==> src/rtl/evm_vote_tally.sv <==
`default_nettype none
// ============================================================================
//  Module   : evm_vote_tally
//  Purpose  : Front end of the EVM candidate display path. Raw candidate
//             push-buttons are synchronised and debounced. A lockout FSM
//             accepts one vote per press. Per-candidate tallies saturate at
//             their maximum value. The selected tally is presented as a
//             registered count for the seven-segment decoder.
//  Ports    : clk       - system clock, rising edge
//             rst_n     - asynchronous active-low reset
//             enable    - poll open; votes are counted only while high
//             clear     - synchronous tally clear (pulse or level)
//             vote_btn  - raw asynchronous candidate buttons, active-high
//             sel       - candidate index to display
//             count     - registered tally of candidate sel (0 if sel invalid)
//             vote_ack  - one-cycle pulse when a vote is counted
//             busy      - high whenever the FSM is not in IDLE
//             sat       - sticky, set on an increment attempt at full scale
//             leader    - lowest index holding the maximum tally (optional)
//             tie       - two or more candidates share a nonzero max (optional)
//  Options  : define EVM_LEADER_OUT_EN to add the leader/tie outputs.
//  Revision : 1.0 - initial release
// ============================================================================
module evm_vote_tally #(
   parameter int NUM_CAND     = 4,
   parameter int CNT_W        = 3,
   parameter int DEBOUNCE_CYC = 16,
   parameter int LOCK_CYC     = 8
) (
   input  logic                clk,
   input  logic                rst_n,
   input  logic                enable,
   input  logic                clear,
   input  logic [NUM_CAND-1:0] vote_btn,
   input  logic [2:0]          sel,
   output logic [CNT_W-1:0]    count,
   output logic                vote_ack,
   output logic                busy,
   output logic                sat
`ifdef EVM_LEADER_OUT_EN
   ,
   output logic [2:0]          leader,
   output logic                tie
`endif
);

   localparam int DB_W = $clog2(DEBOUNCE_CYC);
   localparam int LK_W = $clog2(LOCK_CYC + 1);
   localparam logic [CNT_W-1:0] TALLY_MAX = '1;

   typedef enum logic [2:0] {
      IDLE     = 3'd0,
      ACCEPT   = 3'd1,
      REJECT   = 3'd2,
      LOCK     = 3'd3,
      WAIT_REL = 3'd4
   } state_t;

   state_t              state, state_nx;
   logic [NUM_CAND-1:0] deb;
   logic                any_hi, one_hot, multi_hi;
   logic [2:0]          pick_idx, pick_q;
   logic [LK_W-1:0]     lock_cnt;
   logic [CNT_W-1:0]    tally [NUM_CAND];
   logic [CNT_W-1:0]    sel_tally;

   // ---------------------------------------------------------------------
   // Per-button 2-flop synchroniser and debounce filter. The debounced
   // level only flips after the synced input has disagreed with it for
   // DEBOUNCE_CYC consecutive cycles; any agreement restarts the count.
   // ---------------------------------------------------------------------
   for (genvar i = 0; i < NUM_CAND; i++) begin : g_btn
      logic            s1, s2, lvl;
      logic [DB_W-1:0] db_cnt;

      always_ff @(posedge clk or negedge rst_n) begin
         if (!rst_n) begin
            s1     <= 1'b0;
            s2     <= 1'b0;
            lvl    <= 1'b0;
            db_cnt <= '0;
         end else begin
            s1 <= vote_btn[i];
            s2 <= s1;
            if (s2 == lvl) begin
               db_cnt <= '0;
            end else if (db_cnt == DB_W'(DEBOUNCE_CYC - 1)) begin
               lvl    <= ~lvl;
               db_cnt <= '0;
            end else begin
               db_cnt <= db_cnt + 1'b1;
            end
         end
      end

      assign deb[i] = lvl;
   end

   // Exactly one bit set <=> nonzero and clearing the lowest set bit leaves 0
   assign any_hi   = |deb;
   assign one_hot  = any_hi && ((deb & (deb - 1'b1)) == '0);
   assign multi_hi = any_hi && !one_hot;

   always_comb begin
      pick_idx = '0;
      for (int i = 0; i < NUM_CAND; i++) begin
         if (deb[i]) pick_idx = 3'(i);
      end
   end

   // ---------------------------------------------------------------------
   // Lockout FSM
   // ---------------------------------------------------------------------
   always_ff @(posedge clk or negedge rst_n) begin
      if (!rst_n) begin
         state    <= IDLE;
         pick_q   <= '0;
         lock_cnt <= '0;
      end else begin
         state <= state_nx;
         // Candidate index is frozen on the IDLE cycle that launches ACCEPT
         if (state == IDLE) pick_q <= pick_idx;
         if (state == LOCK) lock_cnt <= lock_cnt + 1'b1;
         else               lock_cnt <= '0;
      end
   end

   always_comb begin
      state_nx = state;
      case (state)
         IDLE: begin
            if (enable && one_hot)       state_nx = ACCEPT;
            else if (enable && multi_hi) state_nx = REJECT;
         end
         ACCEPT:   state_nx = LOCK;
         REJECT:   state_nx = WAIT_REL;
         LOCK: begin
            if (lock_cnt == LK_W'(LOCK_CYC - 1)) state_nx = WAIT_REL;
         end
         WAIT_REL: begin
            if (!any_hi) state_nx = IDLE;
         end
         default:  state_nx = IDLE;
      endcase
      // Clear parks the FSM until every button is released
      if (clear) state_nx = WAIT_REL;
   end

   // A clear landing on the ACCEPT cycle wins: the vote is dropped unacked
   assign vote_ack = (state == ACCEPT) && !clear;
   assign busy     = (state != IDLE);

   // ---------------------------------------------------------------------
   // Saturating tallies and sticky saturation flag
   // ---------------------------------------------------------------------
   always_ff @(posedge clk or negedge rst_n) begin
      if (!rst_n) begin
         for (int i = 0; i < NUM_CAND; i++) tally[i] <= '0;
         sat <= 1'b0;
      end else if (clear) begin
         for (int i = 0; i < NUM_CAND; i++) tally[i] <= '0;
         sat <= 1'b0;
      end else if (vote_ack) begin
         for (int i = 0; i < NUM_CAND; i++) begin
            if (pick_q == 3'(i)) begin
               if (tally[i] == TALLY_MAX) sat <= 1'b1;
               else                       tally[i] <= tally[i] + 1'b1;
            end
         end
      end
   end

   // Out-of-range selections fall through with the zero default
   always_comb begin
      sel_tally = '0;
      for (int i = 0; i < NUM_CAND; i++) begin
         if (sel == 3'(i)) sel_tally = tally[i];
      end
   end

   always_ff @(posedge clk or negedge rst_n) begin
      if (!rst_n) count <= '0;
      else        count <= sel_tally;
   end

`ifdef EVM_LEADER_OUT_EN
   // ---------------------------------------------------------------------
   // Leader / tie detection. Strict '>' keeps the lowest index on ties.
   // ---------------------------------------------------------------------
   logic [CNT_W-1:0] max_v;
   logic [2:0]       lead_c;
   logic [3:0]       n_max;

   always_comb begin
      max_v  = '0;
      lead_c = '0;
      n_max  = '0;
      for (int i = 0; i < NUM_CAND; i++) begin
         if (tally[i] > max_v) begin
            max_v  = tally[i];
            lead_c = 3'(i);
         end
      end
      for (int i = 0; i < NUM_CAND; i++) begin
         if (tally[i] == max_v) n_max = n_max + 1'b1;
      end
   end

   always_ff @(posedge clk or negedge rst_n) begin
      if (!rst_n) begin
         leader <= '0;
         tie    <= 1'b0;
      end else if (clear) begin
         leader <= '0;
         tie    <= 1'b0;
      end else begin
         leader <= lead_c;
         tie    <= (n_max >= 4'd2) && (max_v != '0);
      end
   end
`endif

endmodule
`default_nettype wire

==> config.mk <==
export PLATFORM = sky130hd
export DESIGN_NAME = evm_vote_tally
export DESIGN_NICKNAME = d
export VERILOG_FILES = /design/src/rtl/evm_vote_tally.sv
export SDC_FILE = /design/constraint.sdc
export NUM_CORES = 1
export LEC_CHECK = 0
export CORE_MARGIN = 4
export CORE_UTILIZATION = 58
export CTS_CLUSTER_SIZE = 24
export DETAILED_ROUTE_END_ITERATION = 10
export MAX_ROUTING_LAYER = met4
export PLACE_DENSITY_LB_ADDON = 0.15
export SLEW_MARGIN = 30
export SYNTH_ARGS = -nofsm -noshare
export SYNTH_HDL_FRONTEND = slang
export SYNTH_SLANG_ARGS = --single-unit
==> constraint.sdc <==
create_clock -name clk -period 1.95 [get_ports clk]
set_input_delay 0.195 -clock clk [delete_from_list [all_inputs] [get_ports clk]]
set_output_delay 0.195 -clock clk [all_outputs]
set_load 0.01 [all_outputs]
==> impl_results.md <==
* GPL Wtd Cong at 0.858
* Min-Delay Path Class: input pin to flop
* Worst reg2reg path startpoint: tally[6]$_DFFE_PN0P_
* Layout Cells excl Fill at 290
* First-pass GRT wire length at 8.08 mm
* Synth top area cells: dfrtp_1 (53%), ha_1 (6.5%), a21oi_1 (3.8%)
* Period minus WS final at 1840 ps
* I/O Pins at 17
* Sw Ratio at 20.9%
* Vias in the first global route at 1887
* P per Cell Area at 746 mW/mm2
* Worst hold start: vote_btn[3]
* Final setup viols at 0
* CTS tree: built
* Clock-pin slew on the worst setup and hold paths at 100 ps
* Simple-Gate Fraction of Synth Area at 18.5%
* Reg area at 0.00133 mm2
* Routed len/inst at 16.1 um
* Gr ovfl total at 0
* Clock power share at 40.1%
* ANT nets after route at 0
* Peak supply drop at 0.000478 V
* Sink Count at 53
* Sequential power share at 53.6%
* FP Rows at 23
* Vias per inst at 5.81
* Largest net degree at the start of global routing at 27
* Max clock buf depth at 2
* Reg2Reg Capture Point: tally[6]$_DFFE_PN0P_
* Ys flop type: dfrtp_1
* Post-synth EDFFs at 0
* CP Class: flop to flop
* Syn nets at 236
* Area of the multi-input gates at 0.00112 mm2
* Cell internal pwr at 1.72 mW
* Syn Std Cell Area at 0.00250 mm2
* Total power at 2.17 mW
* Clk Latency, worst-skew pair at 300 ps
* Worst-margin pin slew at 566 ps
* Leakage at 1.33 nW
* Max Freq at 0.544 GHz
* Number of synthesis warnings at 0
* Layout cells sized above 1 at 14.6%
* Worst reg2reg path depth at 5
* Detailed-route DRC error count at 0
* Compound-Gate Fraction of Synth Area at 7.56%
* Status: finished clean
* Initial DRC count at 99
* Multiplexer share of the synthesized area at 8.06%
* Via count at 1685
* CTS Root Cell: clkbuf_8
* TritonCTS buffer count at 5
* Setup crit start kind: flop
* Port Buffers at 16
* Initial Util at 61.1%
* Final Hold Fails at 0
* Synth Area in Adders at 6.51%
* Final wirelength at 4.67 mm
* Synth Instances at 212
* Worst Path Arrival at 2070 ps
* CTS H-tree lvls at 2
* Synth unique cells at 38
* Fraction of registers with async set/reset at 100%
* Critical path endpoint category: flop
* Largest family of logic cells by synthesized area: simple AND/OR/NAND/NOR gates
* Sequential area share after synthesis at 53.1%
* RSZ-0062 raised after global routing: no
* Final antenna diode count at 0
* Max-cap violation count at 0
* Final Slew Violations at 0
* Nets at 263
* CP max FO at 4
* Final setup TNS at 0 ps
* Die height at 73.6 um
* Syn-to-layout area delta at 16.5%
* GRT Total Usage at 20.2%
* Fillcell total at 298
* Initial antenna violation count at 0
* R2R setup slack at 110 ps
* Die Wd at 73.6 um
* Final Util at 71.2%
* Detailed Routing Iterations Pass 1 at 4
* Hold Crit Depth at 1
* Combinational fraction of design power at 6.3%
* Hold Crit Endpoint: g_btn[3].s1$_DFF_PN0_
* Req. time, crit path at 2180 ps
* Setup ws final at 111 ps
* Skew final at 7.04 ps
* Post-Place Cells at 280
* Final Cycle Share at 94.3%
* Relative slew margins at 62.3%
* Share of the synthesized area in the top cell type at 53.1%
* Synthesized area per cell at 11.8 um2
* DP Worst Slack at 50.1 ps
* Seq cells post-synth at 53
* Full die area at 0.00542 mm2
* Area leader, netlist: dfrtp_1
* Core ar. at 0.00409 mm2
* Psw at 0.454 mW
* XOR/XNOR Fraction of Synth Area at 3.86%
* Detailed placement HPWL at 3.48 mm
[final cells by class]
| class | instances | share of cell area [%] |
|---|---|---|
| inverter | 7 | 0.903 |
| multi-input combinational | 146 | 38.6 |
| clock buffer | 5 | 2.36 |
| timing repair buffer | 26 | 8.08 |
| clock inverter | 3 | 2.36 |
| tap | 50 | 2.15 |
| sequential | 53 | 45.6 |
[cell usage after synthesis (5+ instances only)]
library cell and instances:
mux2_2 5, nand2b_1 8, nand4b_1 5, ha_1 13, nor2b_1 10, inv_1 7
nor2_1 16, xnor2_1 9, nor3b_1 6, o21ai_0 12, nand3_1 9, a21oi_1 19
dfrtp_1 53
[sequential cells by signal, indices dropped and copies added (netlist names)]
name          count
sat               1
count             3
g_btn.lvl         4
state             3
g_btn.db_cnt     16
pick_q            2
g_btn.s2          4
lock_cnt          4
tally            12
g_btn.s1          4
[critical path, stage by stage, from the launching register on]
cell     delay [ps]
dfrtp_1         430
ha_1            220
ha_1            210
or3b_4          420
or3_1           310
a21oi_1         160
[cells by family after synthesis]
family | after synthesis
AOI/OAI and AO/OA | 35
xor gates and xnor gates | 11
adders and majority gates | 13
and+or+nand+nor | 73
buffers and inverters | 13
muxes | 14
DFF | 53
[power by group through the flow]
stage                     sequential, mW  clock [mW]  combinational (mW)
after global routing                1.17       0.940               0.156
after floorplan                     1.18           0              0.0679
after detailed placement            1.18           0               0.136
after global placement              1.18           0               0.126
final                               1.16       0.869               0.137
after CTS                           1.16       0.884               0.139
[through the flow]
step / instance area (um2) / hold slack (ps)
finish: 2910 / 320
global route: 2910 / 307
CTS: 2900 / 321
detailed placement: 2740 / 214
global placement: 2740 / 198
floorplan: 2500 / -101
[metal layers]
metal	share of wire, %	routed length [um]	GRT usage (%)	up-vias
met4	1.5	70	7.04	0
met5	0	0	-	-
met3	2.4	112	4.79	10
met2	53	2450	35.3	21
li1	-	-	-	806
met1	44	2030	22.4	848
[layout by cell type, fill, tap and decap left out, drive strengths merged, types with 3 or more instances in the layout]
cell type	n
nor3b	7
nor2	16
xnor2	9
o21ai	12
nand3	9
clkbuf	5
buf	10
nor2b	10
mux2i	4
nand4b	5
clkdlybuf4s50	14
or3	3
inv	8
mux2	6
mux4	4
ha	13
dfrtp	53
nand2b	8
nor4b	3
a21oi	19
[timing repair]
item                                    in CTS  in global routing
endpoints found under the hold margin       24                  0
hold buffers                                 1                  0
setup buffers                                1                  0
pin swaps                                    1                  0
resized for setup                            1                  3
endpoints found under the setup margin       1                  3
[worst max path at each step]
stage,startpoint,endpoint,slack [ps]
final,tally[6]$_DFFE_PN0P_,tally[6]$_DFFE_PN0P_,110
after CTS,state[1]$_DFFE_PN0P_,vote_ack,20
after detailed placement,tally[6]$_DFFE_PN0P_,tally[6]$_DFFE_PN0P_,50
after global placement,tally[6]$_DFFE_PN0P_,tally[6]$_DFFE_PN0P_,170
after global routing,tally[6]$_DFFE_PN0P_,tally[6]$_DFFE_PN0P_,20
after floorplan,tally[6]$_DFFE_PN0P_,tally[6]$_DFFE_PN0P_,210
No activity file was read; power rests on OpenSTA's default activity.
